## src/rtl/mul8_seq_ctrl_if.sv

```systemverilog
// ---------------------------------------------------------------------------
// mul8_seq_ctrl_if
//   Bundles the control-side handshake (Start/A/B in, Busy/Done/P out) and the
//   shared 4x4 multiplier link (MA/MB out, MP in) of mul8_seq_ctrl.
//
//   Signals:
//     Start  1   operation request, sampled only while Busy is low
//     A, B   8   unsigned operands, sampled with an accepted Start
//     Busy   1   multiplication in progress
//     Done   1   one-cycle pulse, P carries a fresh product
//     P      16  product, held until the next completion
//     MA, MB 4   nibble operands presented to the shared multiplier
//     MP     8   product returned by the shared multiplier
//
//   Modports:
//     slave  - the sequencing controller itself
//     master - the surrounding logic (switch/control side plus the multiplier)
// ---------------------------------------------------------------------------
interface mul8_seq_ctrl_if;
  logic        Start;
  logic [7:0]  A;
  logic [7:0]  B;
  logic        Busy;
  logic        Done;
  logic [15:0] P;
  logic [3:0]  MA;
  logic [3:0]  MB;
  logic [7:0]  MP;

  modport slave (
    input  Start, A, B, MP,
    output Busy, Done, P, MA, MB
  );

  modport master (
    output Start, A, B, MP,
    input  Busy, Done, P, MA, MB
  );
endinterface

```

## src/rtl/mul8_seq_ctrl.sv

```systemverilog
// ---------------------------------------------------------------------------
// mul8_seq_ctrl
//   Computes an unsigned 8x8 -> 16-bit product by time-sharing an external
//   4x4 -> 8-bit multiplier over four nibble steps. Operands are latched on an
//   accepted Start, each nibble pair is driven to the shared multiplier for
//   MP_LATENCY+1 cycles, the returned partial products are shifted and summed,
//   and the result is presented on P together with a one-cycle Done pulse.
//
//   Parameters:
//     MP_LATENCY  cycles from an MA/MB change to a valid MP (legal 0..3)
//
//   Ports:
//     Clock   in   rising-edge clock
//     Resetn  in   asynchronous active-low reset
//     bus     slave view of mul8_seq_ctrl_if (Start/A/B/MP in,
//             Busy/Done/P/MA/MB out); all outputs are driven from flops
// ---------------------------------------------------------------------------
module mul8_seq_ctrl #(
  parameter int MP_LATENCY = 0
) (
  input  logic                  Clock,
  input  logic                  Resetn,
  mul8_seq_ctrl_if.slave        bus
);

  // Last value of the per-step wait counter; the step's partial product is
  // taken on this cycle.
  localparam logic [1:0] LAT_LAST = 2'(MP_LATENCY);

  typedef enum logic [1:0] {
    ST_IDLE = 2'b00,
    ST_STEP = 2'b01
  } state_t;

  state_t      state_q, state_d;
  logic [7:0]  ar_q, ar_d;
  logic [7:0]  br_q, br_d;
  logic [15:0] acc_q, acc_d;
  logic [1:0]  step_q, step_d;
  logic [1:0]  wait_q, wait_d;
  logic [15:0] p_q, p_d;
  logic        done_q, done_d;
  logic        busy_q, busy_d;
  logic [3:0]  ma_q, ma_d;
  logic [3:0]  mb_q, mb_d;
  logic [15:0] sum_s;

  // Nibble pair for a step: step bit 0 selects the A nibble, bit 1 the B
  // nibble, giving lo/lo, hi/lo, lo/hi, hi/hi.
  function automatic logic [7:0] sel_nibbles(
    input logic [7:0] ar,
    input logic [7:0] br,
    input logic [1:0] step
  );
    logic [3:0] ma;
    logic [3:0] mb;
    ma = step[0] ? ar[7:4] : ar[3:0];
    mb = step[1] ? br[7:4] : br[3:0];
    return {ma, mb};
  endfunction

  // Places an 8-bit partial product at its weight within the 16-bit sum.
  function automatic logic [15:0] align_pp(
    input logic [7:0] mp,
    input logic [1:0] step
  );
    logic [15:0] pp;
    case (step)
      2'd0:    pp = {8'h00, mp};
      2'd1:    pp = {4'h0, mp, 4'h0};
      2'd2:    pp = {4'h0, mp, 4'h0};
      2'd3:    pp = {mp, 8'h00};
      default: pp = 16'h0000;
    endcase
    return pp;
  endfunction

  // Next-state, datapath and output decode for the sequencing FSM.
  always_comb begin
    state_d = state_q;
    ar_d    = ar_q;
    br_d    = br_q;
    acc_d   = acc_q;
    step_d  = step_q;
    wait_d  = wait_q;
    p_d     = p_q;
    done_d  = 1'b0;
    ma_d    = ma_q;
    mb_d    = mb_q;
    // No carry-out: the largest possible product (16'hFE01) fits in 16 bits.
    sum_s   = acc_q + align_pp(bus.MP, step_q);

    case (state_q)
      ST_IDLE: begin
        if (bus.Start) begin
          ar_d         = bus.A;
          br_d         = bus.B;
          acc_d        = 16'h0000;
          step_d       = 2'd0;
          wait_d       = 2'd0;
          // Step 0 nibbles are registered now so they are already on MA/MB
          // in the first busy cycle.
          {ma_d, mb_d} = sel_nibbles(bus.A, bus.B, 2'd0);
          state_d      = ST_STEP;
        end else begin
          ma_d    = 4'h0;
          mb_d    = 4'h0;
          state_d = ST_IDLE;
        end
      end

      ST_STEP: begin
        if (wait_q == LAT_LAST) begin
          acc_d  = sum_s;
          wait_d = 2'd0;
          if (step_q == 2'd3) begin
            p_d     = sum_s;
            done_d  = 1'b1;
            step_d  = 2'd0;
            ma_d    = 4'h0;
            mb_d    = 4'h0;
            state_d = ST_IDLE;
          end else begin
            step_d       = step_q + 2'd1;
            {ma_d, mb_d} = sel_nibbles(ar_q, br_q, step_q + 2'd1);
            state_d      = ST_STEP;
          end
        end else begin
          // MA/MB hold while the multiplier settles.
          wait_d = wait_q + 2'd1;
        end
      end

      default: begin
        // Unreachable encodings fall back to a clean idle controller.
        state_d = ST_IDLE;
        ar_d    = 8'h00;
        br_d    = 8'h00;
        acc_d   = 16'h0000;
        step_d  = 2'd0;
        wait_d  = 2'd0;
        done_d  = 1'b0;
        ma_d    = 4'h0;
        mb_d    = 4'h0;
      end
    endcase

    busy_d = (state_d == ST_STEP);
  end

  // State, datapath and output registers with asynchronous clear.
  always_ff @(posedge Clock or negedge Resetn) begin
    if (!Resetn) begin
      state_q <= ST_IDLE;
      ar_q    <= 8'h00;
      br_q    <= 8'h00;
      acc_q   <= 16'h0000;
      step_q  <= 2'd0;
      wait_q  <= 2'd0;
      p_q     <= 16'h0000;
      done_q  <= 1'b0;
      busy_q  <= 1'b0;
      ma_q    <= 4'h0;
      mb_q    <= 4'h0;
    end else begin
      state_q <= state_d;
      ar_q    <= ar_d;
      br_q    <= br_d;
      acc_q   <= acc_d;
      step_q  <= step_d;
      wait_q  <= wait_d;
      p_q     <= p_d;
      done_q  <= done_d;
      busy_q  <= busy_d;
      ma_q    <= ma_d;
      mb_q    <= mb_d;
    end
  end

  assign bus.Busy = busy_q;
  assign bus.Done = done_q;
  assign bus.P    = p_q;
  assign bus.MA   = ma_q;
  assign bus.MB   = mb_q;

endmodule
```

## src/flat_wrapper.sv

```systemverilog
// flat-port wrapper written by rule: the top's interface ports become plain ports
module mul8_seq_ctrl_flat 
#(
  parameter int MP_LATENCY = 0
)
  (Clock, Resetn, bus_Start, bus_A, bus_B, bus_MP, bus_Busy, bus_Done, bus_P, bus_MA, bus_MB);
  mul8_seq_ctrl_if bus_i ();
  input  logic Clock;
  input  logic Resetn;
  input wire logic [$bits(bus_i.Start)-1:0] bus_Start;
  input wire logic [$bits(bus_i.A)-1:0] bus_A;
  input wire logic [$bits(bus_i.B)-1:0] bus_B;
  input wire logic [$bits(bus_i.MP)-1:0] bus_MP;
  output wire logic [$bits(bus_i.Busy)-1:0] bus_Busy;
  output wire logic [$bits(bus_i.Done)-1:0] bus_Done;
  output wire logic [$bits(bus_i.P)-1:0] bus_P;
  output wire logic [$bits(bus_i.MA)-1:0] bus_MA;
  output wire logic [$bits(bus_i.MB)-1:0] bus_MB;
  assign bus_i.Start = bus_Start;
  assign bus_i.A = bus_A;
  assign bus_i.B = bus_B;
  assign bus_i.MP = bus_MP;
  assign bus_Busy = bus_i.Busy;
  assign bus_Done = bus_i.Done;
  assign bus_P = bus_i.P;
  assign bus_MA = bus_i.MA;
  assign bus_MB = bus_i.MB;
  mul8_seq_ctrl #(.MP_LATENCY(MP_LATENCY)) u_core (.Clock(Clock), .Resetn(Resetn), .bus(bus_i));
endmodule
```

## config.mk

```make
export PLATFORM = sky130hd
export DESIGN_NAME = mul8_seq_ctrl_flat
export DESIGN_NICKNAME = d
export VERILOG_FILES = /design/src/rtl/mul8_seq_ctrl_if.sv /design/src/rtl/mul8_seq_ctrl.sv /design/src/flat_wrapper.sv
export SDC_FILE = /design/constraint.sdc
export NUM_CORES = 1
export LEC_CHECK = 0
export ABC_AREA = 1
export BUFFER_PORTS_ARGS = -buffer_cell sky130_fd_sc_hd__buf_2
export CAP_MARGIN = 0
export CORE_MARGIN = 10
export CORE_UTILIZATION = 53
export CTS_BUF_LIST = sky130_fd_sc_hd__clkbuf_16
export DETAILED_ROUTE_END_ITERATION = 6
export PLACE_DENSITY = 0.76
export SLEW_MARGIN = 20
export SYNTH_ARGS = -nofsm -noshare
export SYNTH_HDL_FRONTEND = slang
export SYNTH_SLANG_ARGS = --single-unit
```

## constraint.sdc

```tcl
create_clock -name Clock -period 3 [get_ports Clock]
set_input_delay 0.15 -clock Clock [delete_from_list [all_inputs] [get_ports Clock]]
set_output_delay 0.15 -clock Clock [all_outputs]
set_load 0.03 [all_outputs]
```

==> qor.yml, run 1 <==
status: "finished clean"
min_period_ns: 2.66
track_usage_pct: 18.1
slew_headroom_pct: 34.5
crit_path_frequent_cell: "nand2_1"
cts_max_path_buffers: 2
synth_fa_ha_area_share_pct: 6.89
startpoint_type: "flip-flop"
max_freq_mhz: 375
synth-compound-area-share_pct: 10.4
path_class: "reg2reg"
stdcell_area_um2: 4410
grt_pass1_vias: 3365
antenna_found_initial: 0
num_antenna_cells: 0
rows: 30
hold_violations: 0
crit_fanout: 10
num_io_pins: 53
hold-path-endpoint: "u_core.ar_q[6]"
p_per_area_nw_per_um2: 570
synth_area_leaders: "dfrtp_1 (43%), nand2_1 (15%), inv_1 (8.5%), ha_1 (6.4%), nand3_1 (4.8%)"
syn_avg_cell_area_um2: 7.73
dpl.hpwl_mm: 7.04
rrSetupSlack_ns: 0.34
synth_common_cells: "nand2_1 (154), inv_1 (85), dfrtp_1 (64)"
cts-htree-levels: 3
ys_async_sr_fraction_pct: 100
drt-total-wl_mm: 9.31
pwr-share-comb_pct: 16.3
drc: 0
die_w_um: 104
r2r-start: "u_core.step_q[0]"
floorplan.initialDensity_pct: 54.7
viasPerCell: 5.12
p_sw_uw: 723
grt_max_degree: 43
cp.required_ns: 3.22
final_core_util_pct: 64.6
crit_arrival_ns: 2.88
synth_top_family_by_area: "simple AND/OR/NAND/NOR gates"
grt_setup_unrepaired: "false"
drtIter0Drc: 135
synthMuxAreaShare_pct: 2.41
holdPathStages: 3
core-area_um2: 6830
syn_to_final_growth_pct: 18.0
final_layout_size_suffix_gt1_share_pct: 17.4
crit_slowest_cell: "dfrtp_2"
overflow: 0
dieArea_um2: 10800
place_congestion: 0.913
worst_clock_skew_ns: 0.00602
maxSlewViolCount: 0
nets: 589
yosysTopAreaCell: "dfrtp_1"
ir_drop_mv: 0.462
ys_seq_elements: 64
synthXorXnorAreaFrac_pct: 1.41
swShare_pct: 28.7
crit_path_max_incr_delay_ns: 0.46
p_leak_uw: 0.00246
path_cells: "inv_1 > ha_1 > inv_1 > o22ai_1 > ha_1 > nand2_1 > inv_1 > a21oi_1 > nand2_1 > nand2_1 > nand3_1 > nand3_1 > nand2_1"
placed_cell_area_um2: 4070
vias: 3291
total_power_uw: 2510
synth_top_area_share_pct: 42.8
nFillCells: 610
synth.distinct_cells: 31
ys_seq_area_share_pct: 42.8
dr.pass1.iters: 4
p_int_uw: 1790
reg2reg_depth: 13
die_y_um: 104
synth.net_count: 531
r2r_end: "u_core.bus.P[15]"
synth_area_um2: 3740
cts_root_buf: "clkbuf_16"
period_share_pct: 88.8
synth_edf_count: 0
cts_sinks: 64
cts_tree: "yes"
syn_inst: 484
numCtsBuffers: 9
cp-end-kind: "flip-flop"
power.share.clock_pct: 45.7
yosys.area_share.simple_pct: 25.1
tightest_slew_ns: 0.976
yosys_warnings: 0
crit_start: "u_core.step_q[0]"
setup-violations-final: 0
cap_violations: 0
clkLatencyLatePin_ns: 0.33
yosysMostFrequentCell: "nand2_1"
min-delay-start: "bus_A[6]"
hold_class: "in2reg"
portBuffers: 52
wl_per_cell_um: 14.5
finalSetupTns_ns: 0
yosys_most_used_dff: "dfrtp_1"
ant_nets: 0
clk_transition_reported_paths_ns: 0.06
grt_pass1_wl_mm: 16.2
pwr-share-seq_pct: 38.0
## placed cells by master, fill, tap and decap left out
| master | n |
|---|---|
| nor3_1 | 3 |
| o21ai_0 | 23 |
| inv_6 | 2 |
| nor2_1 | 12 |
| inv_1 | 85 |
| inv_2 | 3 |
| nand2_1 | 154 |
| bufinv_16 | 2 |
| clkbuf_16 | 9 |
| ha_1 | 19 |
| o21ai_2 | 4 |
| buf_2 | 52 |
| inv_4 | 1 |
| xor2_1 | 2 |
| nand2_4 | 3 |
| nor2_8 | 1 |
| dlygate4sd3_1 | 1 |
| a21oi_1 | 8 |
| o22ai_1 | 26 |
| xnor2_1 | 4 |
| or2_1 | 1 |
| clkinv_4 | 3 |
| o21ai_1 | 7 |
| nand2_2 | 2 |
| nand3b_1 | 3 |
| conb_1 | 1 |
| nand4_1 | 2 |
| mux2_2 | 8 |
| buf_4 | 3 |
| clkinv_1 | 1 |
| dfrtp_1 | 63 |
| dfrtp_2 | 1 |
| nand3_1 | 36 |
| fa_1 | 1 |
| nor2_4 | 1 |
## critical path, delay by kind of cell, from the launching register on
family | cells | cell delay (ns)
fa+ha+maj | 2 | 0.77
simple gates | 6 | 0.65
flops | 1 | 0.46
compound gates | 2 | 0.35
buf+inv | 3 | 0.32
## metal layers
metal | vias to the layer above | track usage, % | wire length, um
met4 | 0 | 8.05 | 241
met5 | - | 0 | 0
met3 | 22 | 4.15 | 458
li1 | 1658 | - | -
met1 | 1525 | 22.0 | 4190
met2 | 86 | 29.9 | 4420
## through the flow
stage	std cells	setup WS (ns)	hold WS (ns)
floorplan	484	0.517	-0.146
global placement	626	0.395	0.143
detailed placement	626	0.309	0.159
CTS	643	0.269	0.0516
global route	643	0.00985	0.0805
finish	643	0.335	0.0506
## flip-flops by register name, indices dropped and copies added (netlist names)
name,count
u_core.bus.Busy,1
u_core.step_q,2
u_core.acc_q,16
u_core.ar_q,8
u_core.bus.Done,1
u_core.bus.P,16
u_core.state_q,2
u_core.bus.MB,4
u_core.bus.MA,4
u_core.br_q,8
u_core.wait_q,2
## power groups by stage
stage / clock network [uW] / logic (uW) / registers, uW
4_1_cts: 1160 / 413 / 955
3_5_place_dp: 0 / 409 / 970
5_1_grt: 1200 / 459 / 962
6_report: 1150 / 409 / 956
3_3_place_gp: 0 / 404 / 967
2_1_floorplan: 0 / 230 / 1020
## layout make-up
class / count / area (um^2) / share of cell area [%]
Tap cell: 96 / 120 / 2.72
Sequential cell: 64 / 1600 / 36.3
Clock buffer: 9 / 225 / 5.10
Inverter: 90 / 340 / 7.71
Timing Repair Buffer: 56 / 293 / 6.63
Multi-Input combinational cell: 321 / 1730 / 39.2
Clock inverter: 7 / 104 / 2.35
## logic make-up (layout without fill, tap and decap cells)
| kind of cell | after synthesis | after routing |
|---|---|---|
| AND/OR/NAND/NOR | 218 | 218 |
| adder cells (fa/ha/maj) | 20 | 20 |
| buffers and inverters | 99 | 162 |
| XOR/XNOR | 6 | 6 |
| AO/OA/AOI/OAI | 68 | 68 |
| other | 1 | 1 |
| flip-flops | 64 | 64 |
| multiplexers | 8 | 8 |
## how the worst max path moves through the flow
stage / to / slack [ns] / cells past startpoint
6_report: u_core.bus.P[15] / 0.34 / 13
5_1_grt: u_core.bus.P[14] / 0.01 / 15
4_1_cts: u_core.acc_q[7] / 0.27 / 11
3_5_place_dp: u_core.bus.P[15] / 0.31 / 15
3_3_place_gp: u_core.bus.P[15] / 0.39 / 14
2_1_floorplan: u_core.acc_q[15] / 0.52 / 15
## timing repair
action | CTS | global route
buffers inserted | 0 | 0
endpoints found under the hold margin | 22 | 0
hold buffers | 1 | 0
gates resized for setup | 0 | 1
endpoints found under the setup margin | 0 | 9
(Power assumes the default switching activity.)
==> inputs of run 2 (changes only) <==
--- a/config.mk
+++ b/config.mk
@@ -8,11 +8,13 @@
 export ABC_AREA = 1
 export BUFFER_PORTS_ARGS = -buffer_cell sky130_fd_sc_hd__buf_2
 export CAP_MARGIN = 0
+export CORE_ASPECT_RATIO = 1.75
 export CORE_MARGIN = 10
 export CORE_UTILIZATION = 53
 export CTS_BUF_LIST = sky130_fd_sc_hd__clkbuf_16
 export DETAILED_ROUTE_END_ITERATION = 6
 export PLACE_DENSITY = 0.76
+export RECOVER_POWER = 50
 export SLEW_MARGIN = 20
 export SYNTH_ARGS = -nofsm -noshare
 export SYNTH_HDL_FRONTEND = slang
==> run 2 against run 1 <==
Effect of this change: register-to-register slack got worse by 0.06 ns; first-iteration DRC count up 8.9%; clock skew barely moved; highest routed layer unchanged; combinational power up 1%; final cell count down 1.6%; sequential power hardly changed; clock power fell by 20%; wire length is 8.8% higher; non-clock buffer count rose by 2; die area increased by 1.2%; via count increased by 2.0%.
==> qor.yml, run 2 (synthesized netlist as in run 1, its figures left out) <==
dieArea_um2: 10900
final_layout_size_suffix_gt1_share_pct: 13.3
p_per_area_nw_per_um2: 530
worst-path-buf-inv: 3
cp.required_ns: 3.22
nets: 591
cp-end-kind: "flip-flop"
setup-violations-final: 0
crit_path_frequent_cell: "nand2_1"
cts_tree: "yes"
dr.pass1.iters: 6
place_congestion: 0.991
cts_max_path_buffers: 2
path_class: "reg2reg"
syn_to_final_growth_pct: 15.4
die_w_um: 83.5
grt_max_degree: 48
antenna_found_initial: 0
final_cell_mix: "nand2_1 (154), inv_1 (87), dfrtp_1 (64)"
worst_clock_skew_ns: 0.00647
period_share_pct: 90.9
p_leak_uw: 0.00239
nFillCells: 629
core-area_um2: 6860
die_y_um: 131
met3_usage_pct: 4.83
status: "finished clean"
layout.cells.most_common: "nand2_1"
grt_pass1_wl_mm: 16.8
drtIter0Drc: 147
dpl.hpwl_mm: 7.89
num_io_pins: 53
num_antenna_cells: 0
crit_slowest_cell: "dfrtp_1"
cap_violations: 0
rows: 40
hold_class: "in2reg"
max_freq_mhz: 367
wl_per_cell_um: 16.0
crit_fanout: 10
startpoint_type: "flip-flop"
hold_violations: 0
r2r_end: "u_core.bus.P[14]"
path_delay_family: "simple AND/OR/NAND/NOR gates"
hold-path-endpoint: "u_core.ar_q[5]"
met1_usage_pct: 18.2
busiest_layer: "met2"
floorplan.initialDensity_pct: 54.5
path_cells: "inv_1 > ha_1 > inv_2 > nand2_1 > o22ai_1 > ha_1 > nand2_1 > inv_1 > nand2_1 > nand2_1 > a21oi_1 > nand3_1 > nand3_1 > nand2_1"
min_period_ns: 2.73
rrSetupSlack_ns: 0.27
holdWs_ns: 0.0603
overflow: 0
min-delay-start: "bus_A[5]"
track_usage_pct: 18.6
clkLatencyLatePin_ns: 0.33
postCtsSetupBuffers: 0
cts_root_buf: "clkbuf_16"
vias: 3357
ir_drop_mv: 0.514
portBuffers: 52
cts-htree-levels: 3
tightest_slew_ns: 1.19
met2_usage_pct: 33.2
maxSlewViolCount: 0
holdPathStages: 3
viasPerCell: 5.30
cts_sinks: 64
finalSetupTns_ns: 0
ant_nets: 0
grt_setup_unrepaired: "false"
numCtsBuffers: 9
slew_headroom_pct: 20.6
clk_transition_reported_paths_ns: 0.05
r2r-start: "u_core.step_q[0]"
grt_pass1_vias: 3614
drt-total-wl_mm: 10.1
crit_path_max_incr_delay_ns: 0.50
crit_arrival_ns: 2.94
drc: 0
reg2reg_depth: 14
run 2: layer usage:
metal  vias to the layer above  part of all wire (%)
met3                        36                   4.5
met4                         0                   5.7
met5                         -                     0
li1                       1657                     -
met2                       101                    53
met1                      1563                    37
run 2: final cells by class:
cell class / count / area (um^2) / area share [%]
multi-input combinational: 321 / 1730 / 40.2
sequential: 64 / 1600 / 37.1
inverter: 90 / 340 / 7.89
timing repair buffer: 58 / 278 / 6.44
clock buffer: 9 / 225 / 5.22
tap: 84 / 105 / 2.44
clock inverter: 7 / 31.3 / 0.725
run 2: worst max-delay path by stage:
stage | startpoint | end | slack, ns | cells past startpoint
6_report | u_core.step_q[0] | u_core.bus.P[14] | 0.27 | 14
5_1_grt | u_core.step_q[0] | u_core.bus.P[13] | 0.07 | 14
3_3_place_gp | u_core.step_q[0] | u_core.bus.P[14] | 0.35 | 14
2_1_floorplan | u_core.step_q[0] | u_core.acc_q[15] | 0.52 | 15
4_1_cts | u_core.step_q[0] | u_core.bus.P[14] | 0.27 | 14
3_5_place_dp | u_core.step_q[0] | u_core.bus.P[14] | 0.28 | 14
run 2: through the flow:
step	setup slack, ns	area, um^2	power (uW)	instances	utilization [%]
5_1_grt	0.0732	4310	2390	633	62.9
3_3_place_gp	0.345	4070	1380	616	59.4
2_1_floorplan	0.517	3740	1250	484	-
6_report	0.273	4310	2290	633	62.9
4_1_cts	0.270	4330	2300	632	63.2
3_5_place_dp	0.275	4070	1390	616	59.4
run 2: repair_timing:
item                                    4_1_cts  5_1_grt
gates resized for setup                       0        1
hold buffers                                  0        1
endpoints found under the setup margin        0        2
hold endpoints to repair                      0       45
run 2: power by group:
group,internal (uW),switching [uW]
Sequential,921,35.2
Clock,542,373
Combinational,131,284
run 2: worst reg2reg max path, delay by kind of cell (launching register included):
family / cells / cell delay (ns)
compound gates: 2 / 0.49
fa+ha+maj: 2 / 0.63
buf+inv: 3 / 0.32
flops: 1 / 0.50
simple gates: 7 / 0.67
==> inputs of run 3 (changes only) <==
--- a/config.mk
+++ b/config.mk
@@ -13,6 +13,7 @@
 export CORE_UTILIZATION = 53
 export CTS_BUF_LIST = sky130_fd_sc_hd__clkbuf_16
 export DETAILED_ROUTE_END_ITERATION = 6
+export MAX_ROUTING_LAYER = met4
 export PLACE_DENSITY = 0.76
 export RECOVER_POWER = 50
 export SLEW_MARGIN = 20
==> run 3 against run 2 <==
Effect of this change: total power up 9.4%; final cell count unchanged; die area unchanged; flip-flop and latch count unchanged; cell area up 1.3%; register-to-register slack better by 0.17 ns; core utilization up 0.84 points; clock-buffer cell count unchanged; via count down 0.30%; global-route usage up 0.92 points; largest cell class unchanged; highest routed layer unchanged.
==> qor.yml, run 3 (synthesized netlist as in run 1, its figures left out) <==
status: "finished clean"
dpl.cell_count: 616
vias: 3347
instances_no_fill: 633
stdcell_area_um2: 4370
grt_max_degree: 48
final_layout_size_suffix_gt1_share_pct: 13.3
crit_start: "u_core.step_q[0]"
path_class: "reg2reg"
placed_cell_area_um2: 4070
antenna_found_initial: 0
cts_root_buf: "clkbuf_16"
crit_arrival_ns: 2.78
dieArea_um2: 10900
dpl.hpwl_mm: 7.88
hold_class: "in2reg"
maxSlewViolCount: 0
ant_nets: 0
period_share_pct: 85.1
drt-total-wl_mm: 10.1
crit_fanout: 9
r2r_end: "u_core.bus.P[13]"
crit_end: "u_core.bus.P[13]"
grt_setup_unrepaired: "false"
num_io_pins: 53
max_freq_mhz: 392
wl_per_cell_um: 15.9
finalSetupTns_ns: 0
viasPerCell: 5.29
setup-violations-final: 0
p_leak_uw: 0.00241
dr.pass1.iters: 4
ir_drop_mv: 0.413
place_congestion: 0.977
overflow: 0
rrSetupSlack_ns: 0.45
num_antenna_cells: 0
r2r-start: "u_core.step_q[0]"
cts-hold-fix-buffers: 0
die_w_um: 83.5
cap_violations: 0
cts_resized: 0
tightest_slew_ns: 1.19
worst_clock_skew_ns: 0.00476
p_per_area_nw_per_um2: 572
drtIter0Drc: 148
startpoint_type: "flip-flop"
die_y_um: 131
nets: 591
cts_sinks: 64
reg2reg_depth: 14
cts-htree-levels: 3
clkLatencyLatePin_ns: 0.33
min_period_ns: 2.55
floorplan.initialDensity_pct: 54.5
grt_pass1_wl_mm: 17.0
cp-end-kind: "flip-flop"
cts_tree: "yes"
grt_pass1_vias: 3625
rows: 40
numCtsBuffers: 9
hold_violations: 0
drc: 0
final_cell_mix: "nand2_1 (154), inv_1 (85), dfrtp_1 (64)"
syn_to_final_growth_pct: 16.9
clk_transition_reported_paths_ns: 0.06
cp.required_ns: 3.23
core-area_um2: 6860
slew_headroom_pct: 20.7
postCtsSetupBuffers: 0
portBuffers: 52
cts_max_path_buffers: 2
track_usage_pct: 19.5
layout.cells.most_common: "nand2_1"
[run 3: cell count changes in the layout (fill, tap and decap cells not counted), sizes merged]
cell and delta:
clkbuf +3, clkinv -1, inv -2, buf -3, bufinv +2, clkinvlp +1
[run 3: where the power goes]
part	leakage, uW	total, uW	switching (uW)	internal, uW
Clock	0.000152	1130	405	727
Combinational	0.00146	415	285	130
Sequential	0.000799	953	32.5	921
Total	0.00241	2500	723	1780
[run 3: metal layers]
metal,vias to the layer above,wire [um],global-route usage (%)
li1,1658,-,-
met1,1532,3880,19.1
met2,108,5180,33.3
met3,49,335,3.96
met4,0,673,14.0
met5,-,0,-
[run 3: how the worst min path moves through the flow]
stage,from,endpoint,slack [ns],cells after the start
after floorplan,Resetn,u_core.acc_q[0],-0.15,0
after global placement,bus_A[6],u_core.ar_q[6],0.39,3
after detailed placement,bus_A[5],u_core.ar_q[5],0.39,3
after CTS,Resetn,u_core.acc_q[14],0.05,1
after global routing,bus_A[5],u_core.ar_q[5],0.06,3
final,bus_B[7],u_core.br_q[7],0.06,3
[run 3: layout make-up]
type / count / area, um^2
well taps: 84 / 105
fillers: 622 / 2480
clock buffers: 9 / 225
inverters: 90 / 340
clock inverters: 7 / 93.8
flip-flops and latches: 64 / 1600
multi-input cells: 321 / 1730
repair buffers: 58 / 277
[run 3: worst max-delay path: stages (launching register included)]
cell	delay (ns)
dfrtp_1	0.38
inv_1	0.10
ha_1	0.24
clkinv_1	0.23
nand2_1	0.19
o22ai_1	0.12
ha_1	0.38
nand2_1	0.17
inv_1	0.05
nand2_1	0.06
nand2_1	0.04
a21oi_1	0.16
nand3_1	0.14
nand3_1	0.12
nand2_1	0.05
[run 3: stage by stage]
step	power [uW]	util [%]	worst slack (ns)	hold WS (ns)
floorplan	1250	-	0.517	-0.146
global placement	1380	59.4	0.560	0.389
detailed placement	1390	59.4	0.487	0.395
CTS	2520	64.1	0.474	0.0485
global route	2610	63.8	0.180	0.0635
finish	2500	63.8	0.446	0.0599
